**src/rtl/imem_loader_pkg.sv**
```systemverilog
// Shared constants, FSM encoding and start-validation helper for the
// instruction-memory loader.
package imem_loader_pkg;

  localparam int ADDR_W_DEF    = 8;
  localparam int MAX_WORDS_DEF = 64;
  localparam int NUM_W         = 7;

  typedef enum logic [1:0] {
    ST_IDLE  = 2'd0,
    ST_RECV  = 2'd1,
    ST_WRITE = 2'd2,
    ST_DONE  = 2'd3
  } state_t;

  // A load request is legal only for 1..max_words words.
  function automatic logic num_words_ok(input logic [NUM_W-1:0] n, input int max_words);
    return (n != 7'd0) && (32'(n) <= max_words);
  endfunction

endpackage

```
**src/rtl/imem_loader_byte_packer.sv**
```systemverilog
// Assembles four incoming bytes into a little-endian 32-bit instruction word.
module imem_loader_byte_packer (
  input  logic        clk,
  input  logic        rst,
  input  logic        clear,
  input  logic        accept,
  input  logic [7:0]  byte_data,
  output logic [31:0] word_next,
  output logic        last_byte
);

  logic [1:0]  byte_cnt_r;
  logic [31:0] word_r;

  // word_next includes the byte on the bus so the 4th byte is visible at the WRITE transition
  always_comb begin
    word_next = word_r;
    case (byte_cnt_r)
      2'd0:    word_next[7:0]   = byte_data;
      2'd1:    word_next[15:8]  = byte_data;
      2'd2:    word_next[23:16] = byte_data;
      2'd3:    word_next[31:24] = byte_data;
      default: word_next        = word_r;
    endcase
  end

  assign last_byte = accept && (byte_cnt_r == 2'd3);

  // Byte counter and packing register; the counter wraps after the 4th byte.
  always_ff @(posedge clk) begin
    if (rst) begin
      byte_cnt_r <= 2'd0;
      word_r     <= 32'd0;
    end else if (clear) begin
      byte_cnt_r <= 2'd0;
      word_r     <= 32'd0;
    end else if (accept) begin
      byte_cnt_r <= byte_cnt_r + 2'd1;
      word_r     <= word_next;
    end else begin
      byte_cnt_r <= byte_cnt_r;
      word_r     <= word_r;
    end
  end

endmodule

```
**src/rtl/imem_loader.sv**
```systemverilog
// Streams bytes from a source into instruction memory, one 32-bit word per
// write strobe, holding the core while the load is in progress.
module imem_loader
  import imem_loader_pkg::*;
#(
  parameter int ADDR_W    = ADDR_W_DEF,
  parameter int MAX_WORDS = MAX_WORDS_DEF
) (
  input  logic              clk,
  input  logic              rst,
  input  logic              start,
  input  logic [6:0]        num_words,
  input  logic              byte_valid,
  input  logic [7:0]        byte_data,
  output logic              byte_ready,
  output logic              imem_we,
  output logic [ADDR_W-1:0] imem_addr,
  output logic [31:0]       imem_wdata,
  output logic              cpu_hold,
  output logic              busy,
  output logic              done,
  output logic              err
);

  state_t           state_r;
  state_t           state_next_s;
  logic [NUM_W-1:0] num_words_r;
  logic [NUM_W-1:0] word_cnt_r;
  logic             start_ok_s;
  logic             start_acc_s;
  logic             accept_s;
  logic             last_word_s;
  logic             last_byte_s;
  logic [31:0]      word_next_s;

  assign start_ok_s  = num_words_ok(num_words, MAX_WORDS);
  assign start_acc_s = (state_r == ST_IDLE) && start && start_ok_s;
  // byte_ready is a registered image of (state_r == ST_RECV)
  assign accept_s    = byte_ready && byte_valid;
  assign last_word_s = (word_cnt_r + 7'd1) == num_words_r;

  imem_loader_byte_packer u_byte_packer (
    .clk       (clk),
    .rst       (rst),
    .clear     (start_acc_s),
    .accept    (accept_s),
    .byte_data (byte_data),
    .word_next (word_next_s),
    .last_byte (last_byte_s)
  );

  // State register.
  always_ff @(posedge clk) begin
    if (rst) begin
      state_r <= ST_IDLE;
    end else begin
      state_r <= state_next_s;
    end
  end

  // Next-state logic.
  always_comb begin
    state_next_s = state_r;
    case (state_r)
      ST_IDLE: begin
        if (start_acc_s) begin
          state_next_s = ST_RECV;
        end else begin
          state_next_s = ST_IDLE;
        end
      end
      ST_RECV: begin
        if (last_byte_s) begin
          state_next_s = ST_WRITE;
        end else begin
          state_next_s = ST_RECV;
        end
      end
      ST_WRITE: begin
        if (last_word_s) begin
          state_next_s = ST_DONE;
        end else begin
          state_next_s = ST_RECV;
        end
      end
      ST_DONE: state_next_s = ST_IDLE;
      default: state_next_s = ST_IDLE;
    endcase
  end

  // Word counter, latched length and the memory write address/data.
  always_ff @(posedge clk) begin
    if (rst) begin
      num_words_r <= 7'd0;
      word_cnt_r  <= 7'd0;
      imem_addr   <= '0;
      imem_wdata  <= 32'd0;
    end else begin
      case (state_r)
        ST_IDLE: begin
          if (start_acc_s) begin
            num_words_r <= num_words;
            word_cnt_r  <= 7'd0;
          end
        end
        ST_RECV: begin
          if (last_byte_s) begin
            imem_addr  <= {word_cnt_r[ADDR_W-3:0], 2'b00};
            imem_wdata <= word_next_s;
          end
        end
        ST_WRITE: begin
          if (!last_word_s) begin
            word_cnt_r <= word_cnt_r + 7'd1;
          end
        end
        default: begin
          word_cnt_r <= word_cnt_r;
        end
      endcase
    end
  end

  // Status outputs are registered from the upcoming state so they line up with state_r.
  always_ff @(posedge clk) begin
    if (rst) begin
      byte_ready <= 1'b0;
      imem_we    <= 1'b0;
      busy       <= 1'b0;
      cpu_hold   <= 1'b0;
      done       <= 1'b0;
      err        <= 1'b0;
    end else begin
      byte_ready <= (state_next_s == ST_RECV);
      imem_we    <= (state_next_s == ST_WRITE);
      busy       <= (state_next_s != ST_IDLE);
      cpu_hold   <= (state_next_s != ST_IDLE);
      done       <= (state_next_s == ST_DONE);
      err        <= (state_r == ST_IDLE) && start && !start_ok_s;
    end
  end

endmodule

```
**config.mk**
```make
export PLATFORM = sky130hd
export DESIGN_NAME = imem_loader
export DESIGN_NICKNAME = d
export VERILOG_FILES = /design/src/rtl/imem_loader_pkg.sv /design/src/rtl/imem_loader_byte_packer.sv /design/src/rtl/imem_loader.sv
export SDC_FILE = /design/constraint.sdc
export NUM_CORES = 1
export LEC_CHECK = 0
export BUFFER_PORTS_ARGS = -buffer_cell sky130_fd_sc_hd__buf_2
export CAP_MARGIN = 20
export CORE_MARGIN = 2
export CORE_UTILIZATION = 30
export CTS_CLUSTER_SIZE = 16
export DETAILED_ROUTE_END_ITERATION = 7
export PLACE_DENSITY_LB_ADDON = 0.2
export SYNTH_ARGS = -nofsm -noshare
export SYNTH_HDL_FRONTEND = slang
export SYNTH_SLANG_ARGS = --single-unit
```
**constraint.sdc**
```tcl
create_clock -name clk -period 1.88 [get_ports clk]
set_input_delay 0.188 -clock clk [delete_from_list [all_inputs] [get_ports clk]]
set_output_delay 0.188 -clock clk [all_outputs]
set_load 0.01 [all_outputs]
```
Word level (Yosys, flattened, before mapping) --
Index checks and enable logic that the tools add are counted.
Storage, ports and cells: word-level logic and storage cells 54, output and inout port bits 46, bits of input ports 19, register bits 93
Operators by class: reductions and logical operators 16, equal/unequal tests 12, add/subtract/negate cells 2, magnitude comparators 1, multiplexer cells 11
Operators with widths (number):
- $mux 8 | 4
- $mux 7 | 2
- $pmux 7 s2 | 1
- $eq 2x2->1 const B | 6
- $pmux 2 s4 | 1
- $add 7x1->7 const B | 1
- $eq 7x7->1 | 1
- $le 7x7->1 const B | 1
- $reduce_bool 7->1 | 1
- $eq 2x1->1 const B | 3
- $logic_and 1x1->1 | 6
- $logic_not 2->1 | 2
- $mux 2 | 2
- $ne 2x2->1 const B | 2
- $reduce_and 2->1 | 2
- $reduce_bool 2->1 | 2
- $reduce_and 3->1 | 1
- $add 2x1->2 const B | 1
- $reduce_or 2->1 | 1
- $logic_not 1->1 | 1
- $mux 1 | 1

Longest topological paths before layout --
depth after elaboration 6, gate-level depth with buffers 8, mapped depth without buffers 7

By module --
Synthesis repeated with hierarchy kept, for this count alone.
Unflattened totals: cell total of the unflattened synthesis 474, area, all modules 4342.9 µm²
By module, submodules not included:
- imem_loader | cells each 280, times used 1, area an instance 2376.0 µm², seq. area each 1181.1 µm²
- imem_loader_byte_packer | cells each 194, times used 1, area an instance 1966.9 µm², seq. area each 680.7 µm²

Least setup slack after synthesis --
OpenSTA, ideal clock, no wires.
path kind register to register, start reg word_cnt_r[0], end reg word_cnt_r[0], data arrival time 1.948 ns, path slack -0.189 ns, data required time 1.759 ns, cell stages (with the launch flop) 8, path buffers 0, period minus slack after synthesis 2.069 ns, setup time 0.121 ns, cell sequence dfxtp_1 > ha_1 > nand3_1 > or2_1 > xnor2_1 > nand4_2 > and2_1 > mux2_2
Between the ends: cells in the longest elaborated chain, start to end 4, elaborated cells between the ends (all ways) 6, those cells by class add/sub: 1; eq/ne: 2; mux: 2; reduce/logical: 1
Ends and longest elaborated chain:
- start, declared | line imem_loader.sv:28 | logic [NUM_W-1:0] word_cnt_r;
- start signal, assigned | line imem_loader.sv:114 | word_cnt_r <= word_cnt_r + 7'd1;
- start signal, assigned | line imem_loader.sv:118 | word_cnt_r <= word_cnt_r;
- $add 7x1->7 (*) | line imem_loader.sv:40, imem_loader.sv:114
- $eq 7x7->1 | line imem_loader.sv:40 | assign last_word_s = (word_cnt_r + 7'd1) == num_words_r;
- $ne 2x2->1 (no line)
- $reduce_and 3->1 (no line)
Every way passes the cells marked *; elsewhere a longest branch is shown, timed or not. The select of a mux whose other input is x is not followed. A chain may end at the register's enable or synchronous reset.

Worst setup path after layout --
start reg word_cnt_r[1], end reg word_cnt_r[0]
Between the ends: cells in the longest elaborated chain, start to end 4
Ends and longest elaborated chain (line):
- $add 7x1->7 | imem_loader.sv:40
- $eq 7x7->1 | imem_loader.sv:40
- $ne 2x2->1 (no line)
- $reduce_and 3->1 (no line)
No other way between the ends.

==> reports/results.ini <==
[run_status]
status=finished clean

[floorplanning]
io_pins=65
design.die.area_um2=13030
die_y_um=114.2
core_um2=11910
rows=40
dieWidth_um=114.2
initial_core_util=0.3057

[timing]
finalCriticalPeriod_ns=1.784
tightest_slew_ns=0.5172
setup-violations-final=0
finalMaxSlewViolations=0
hold_violations=0
rsz0062_at_grt=false
max_freq_ghz=0.5606
finClkSkew_ns=0.01057
slew_headroom=0.6542
fin_crit_sh=0.9489
tns_ns=0

[final_layout]
fillers=1220
diodes=0
fin_nets=469
final_util=0.3796
seqCellArea_um2=1707
drive_gt1_frac=0.2717
area_growth_pct=24.19
multiInputGateArea_um2=1793

[power_and_ir_drop]
ir_drop_mv=0.3672
power_mw=3.926
power.density_nw_per_um2=868.3
p_leak_nw=2.009

[yosys]
syn_area_um2=3641
ys_types=42
ys_ff_latch=85
synth_seq_area_share=0.4674
yosysWarningCount=0
syn_area_per_cell_um2=9.457
synth_cells=385

[min_path]
hp-class=input port to flip-flop

[worst_setup_path]
criticalPathCategory=flip-flop to flip-flop
arrival_ns=2.06
crit_slowest_cell=dfxtp_2
worstSetupEndpointType=flip-flop
slowest_delay_ns=0.33
path_cells=ha_4, xor2_1, nor4_2, nand4_2, buf_6, a21oi_4, mux2_2
startpoint_type=flip-flop
path_max_fanout=8
required_ns=2.16
path_delay_family=simple AND/OR/NAND/NOR gates
critPathBufInv=1

[job]
cap_violations=0

[drt]
drtAntennaViolNets=0
wire_per_inst_um=13.84
drt_wl_total_um=8250
drc_errors=0
drt_iter0_drc=112
routed_via_density=4.725
first_pass_iters=4
vias=2816

[global_route]
grt_overflow=0
antenna_found_initial=0
grt_max_degree=42
grt.total_usage=0.1322
grt_pass1_vias=2782
grt_pass1_wl_um=13500

[clock_network]
clk_pin_slew_ns=0.06
clockBufferDepth=2
numCtsBuffers=9
cts.sinks=85
clock_latency_ns=0.34
htree_levels=3
postCtsHoldBufs=0
cts_tree=done
root_buffer=clkbuf_16

[placed_design]
hpwlAfterDp_um=5907
port_buffers=62
gp_congestion=0.7339

==> per-layer routing <==
layer  up-vias  GRT usage  part of all wire
li1       1426          -                 -
met1      1328     0.1717              0.50
met2        52     0.2091              0.45
met3        10    0.03388             0.041
met4         0    0.05528             0.012
met5         -          0                 0
==> synthesized netlist by cell type <==
cell | n | area (um^2)
nand2b_2 | 1 | 8.760
ha_1 | 5 | 62.56
buf_4 | 3 | 22.52
nand3_1 | 10 | 50.05
clkbuf_2 | 1 | 5.000
mux2i_1 | 54 | 540.5
a22o_1 | 3 | 26.28
clkbuf_1 | 22 | 82.58
buf_6 | 4 | 45.04
nor4b_1 | 2 | 17.52
xor2_1 | 3 | 26.28
a211o_1 | 1 | 8.760
nor2_1 | 59 | 221.5
nand4_2 | 1 | 12.51
mux2_2 | 1 | 11.26
a21o_1 | 2 | 15.01
a21oi_1 | 17 | 85.08
inv_1 | 2 | 7.510
nor2b_1 | 2 | 12.51
a21oi_2 | 2 | 17.52
nand2b_1 | 2 | 12.51
or4_1 | 2 | 15.01
and3_1 | 2 | 12.51
nand2_4 | 1 | 11.26
buf_1 | 3 | 11.26
a31oi_1 | 1 | 6.260
or4_4 | 2 | 22.52
a21boi_0 | 2 | 15.01
nand2_1 | 34 | 127.6
nand3_4 | 1 | 17.52
dfxtp_1 | 85 | 1702
conb_1 | 1 | 3.750
o31ai_2 | 1 | 12.51
nor4_1 | 1 | 6.260
o21ai_0 | 2 | 10.01
xnor2_1 | 12 | 105.1
nor3_1 | 2 | 10.01
or2_1 | 1 | 6.260
a21oi_4 | 1 | 16.27
a211oi_1 | 25 | 187.7
buf_2 | 4 | 20.02
and2_1 | 5 | 31.28
==> report_power, final <==
part           internal [mW]  leakage (nW)  switching, mW  total (mW)
sequential              1.82         0.688         0.0144        1.83
combinational         0.0929          1.17          0.136       0.229
clock                   1.16         0.150          0.706        1.86
==> worst paths after layout <==
check | start | end | slack [ns] | depth (start not counted)
setup reg to reg | word_cnt_r[1] | word_cnt_r[0] | 0.1 | 7
hold / removal | num_words[3] | num_words_r[3] | 0.11 | 3
hold reg to reg | imem_addr[2] | imem_addr[2] | 0.45 | 2
setup / recovery | word_cnt_r[1] | word_cnt_r[0] | 0.1 | 7
==> logic make-up after synthesis <==
family	after synthesis	share of synthesized area
and+or+nand+nor	128	0.1636
other	1	0.001030
xor gates and xnor gates	15	0.03608
muxes	55	0.1515
buffers and inverters	39	0.05326
AOI/OAI and AO/OA	57	0.1100
adders and majority gates	5	0.01718
DFF	85	0.4674
==> through the flow <==
step           instance area (um^2)  setup slack, ns  instances  hold slack, ns
4_1_cts                        4493          0.01440        596          0.1065
5_1_grt                        4522         0.004050        596          0.1270
3_5_place_dp                   4177          -0.1011        581          0.4467
2_1_floorplan                  3657         0.001248        386          0.3269
6_report                       4522          0.09606        596          0.1135
3_3_place_gp                   4177         -0.08160        581          0.4408
==> repair_timing <==
action,in CTS,in global routing
gates resized for setup,2,7
endpoints found under the setup margin,8,9
buffers inserted,0,0
pin swaps,1,1
==> sequential cells by signal (all words and copies together), names as in the netlist <==
signal / cells
u_byte_packer.byte_cnt_r: 2
num_words_r: 7
state_r: 2
imem_wdata: 32
imem_we: 1
done: 1
imem_addr: 6
word_cnt_r: 7
byte_ready: 1
err: 1
busy: 1
u_byte_packer.word_r: 24
==> cell type report <==
type / instances / area share
multi-input cells: 262 / 0.3965
flip-flops and latches: 85 / 0.3774
repair buffers: 85 / 0.1159
clock buffers: 11 / 0.05147
well taps: 147 / 0.04068
clock inverters: 4 / 0.01633
inverters: 2 / 0.001660
==> layout by cell type, fill, tap and decap left out, types with 2 or more instances in the layout <==
cell type / instances
a21o_1: 2
dfxtp_1: 81
dfxtp_2: 4
clkbuf_16: 9
clkbuf_1: 2
a21oi_2: 3
a22o_1: 3
a211oi_1: 25
o21ai_0: 2
a21oi_1: 16
inv_1: 2
and2_1: 3
or4_1: 2
buf_12: 3
ha_1: 4
a21boi_0: 2
nand2_1: 34
nand2b_1: 2
nand3_1: 9
bufinv_16: 2
xor2_1: 3
or4_4: 2
nor3_1: 2
and3_1: 2
buf_4: 19
nor4b_1: 2
buf_2: 62
conb_1: 2
nor2_1: 59
mux2i_1: 54
xnor2_1: 11
==> tightest hold or removal path, stage by stage <==
cell and delay (ns):
buf_2 0.09, mux2i_1 0.06, nor2_1 0.07
No activity file was read; power rests on OpenSTA's default activity.
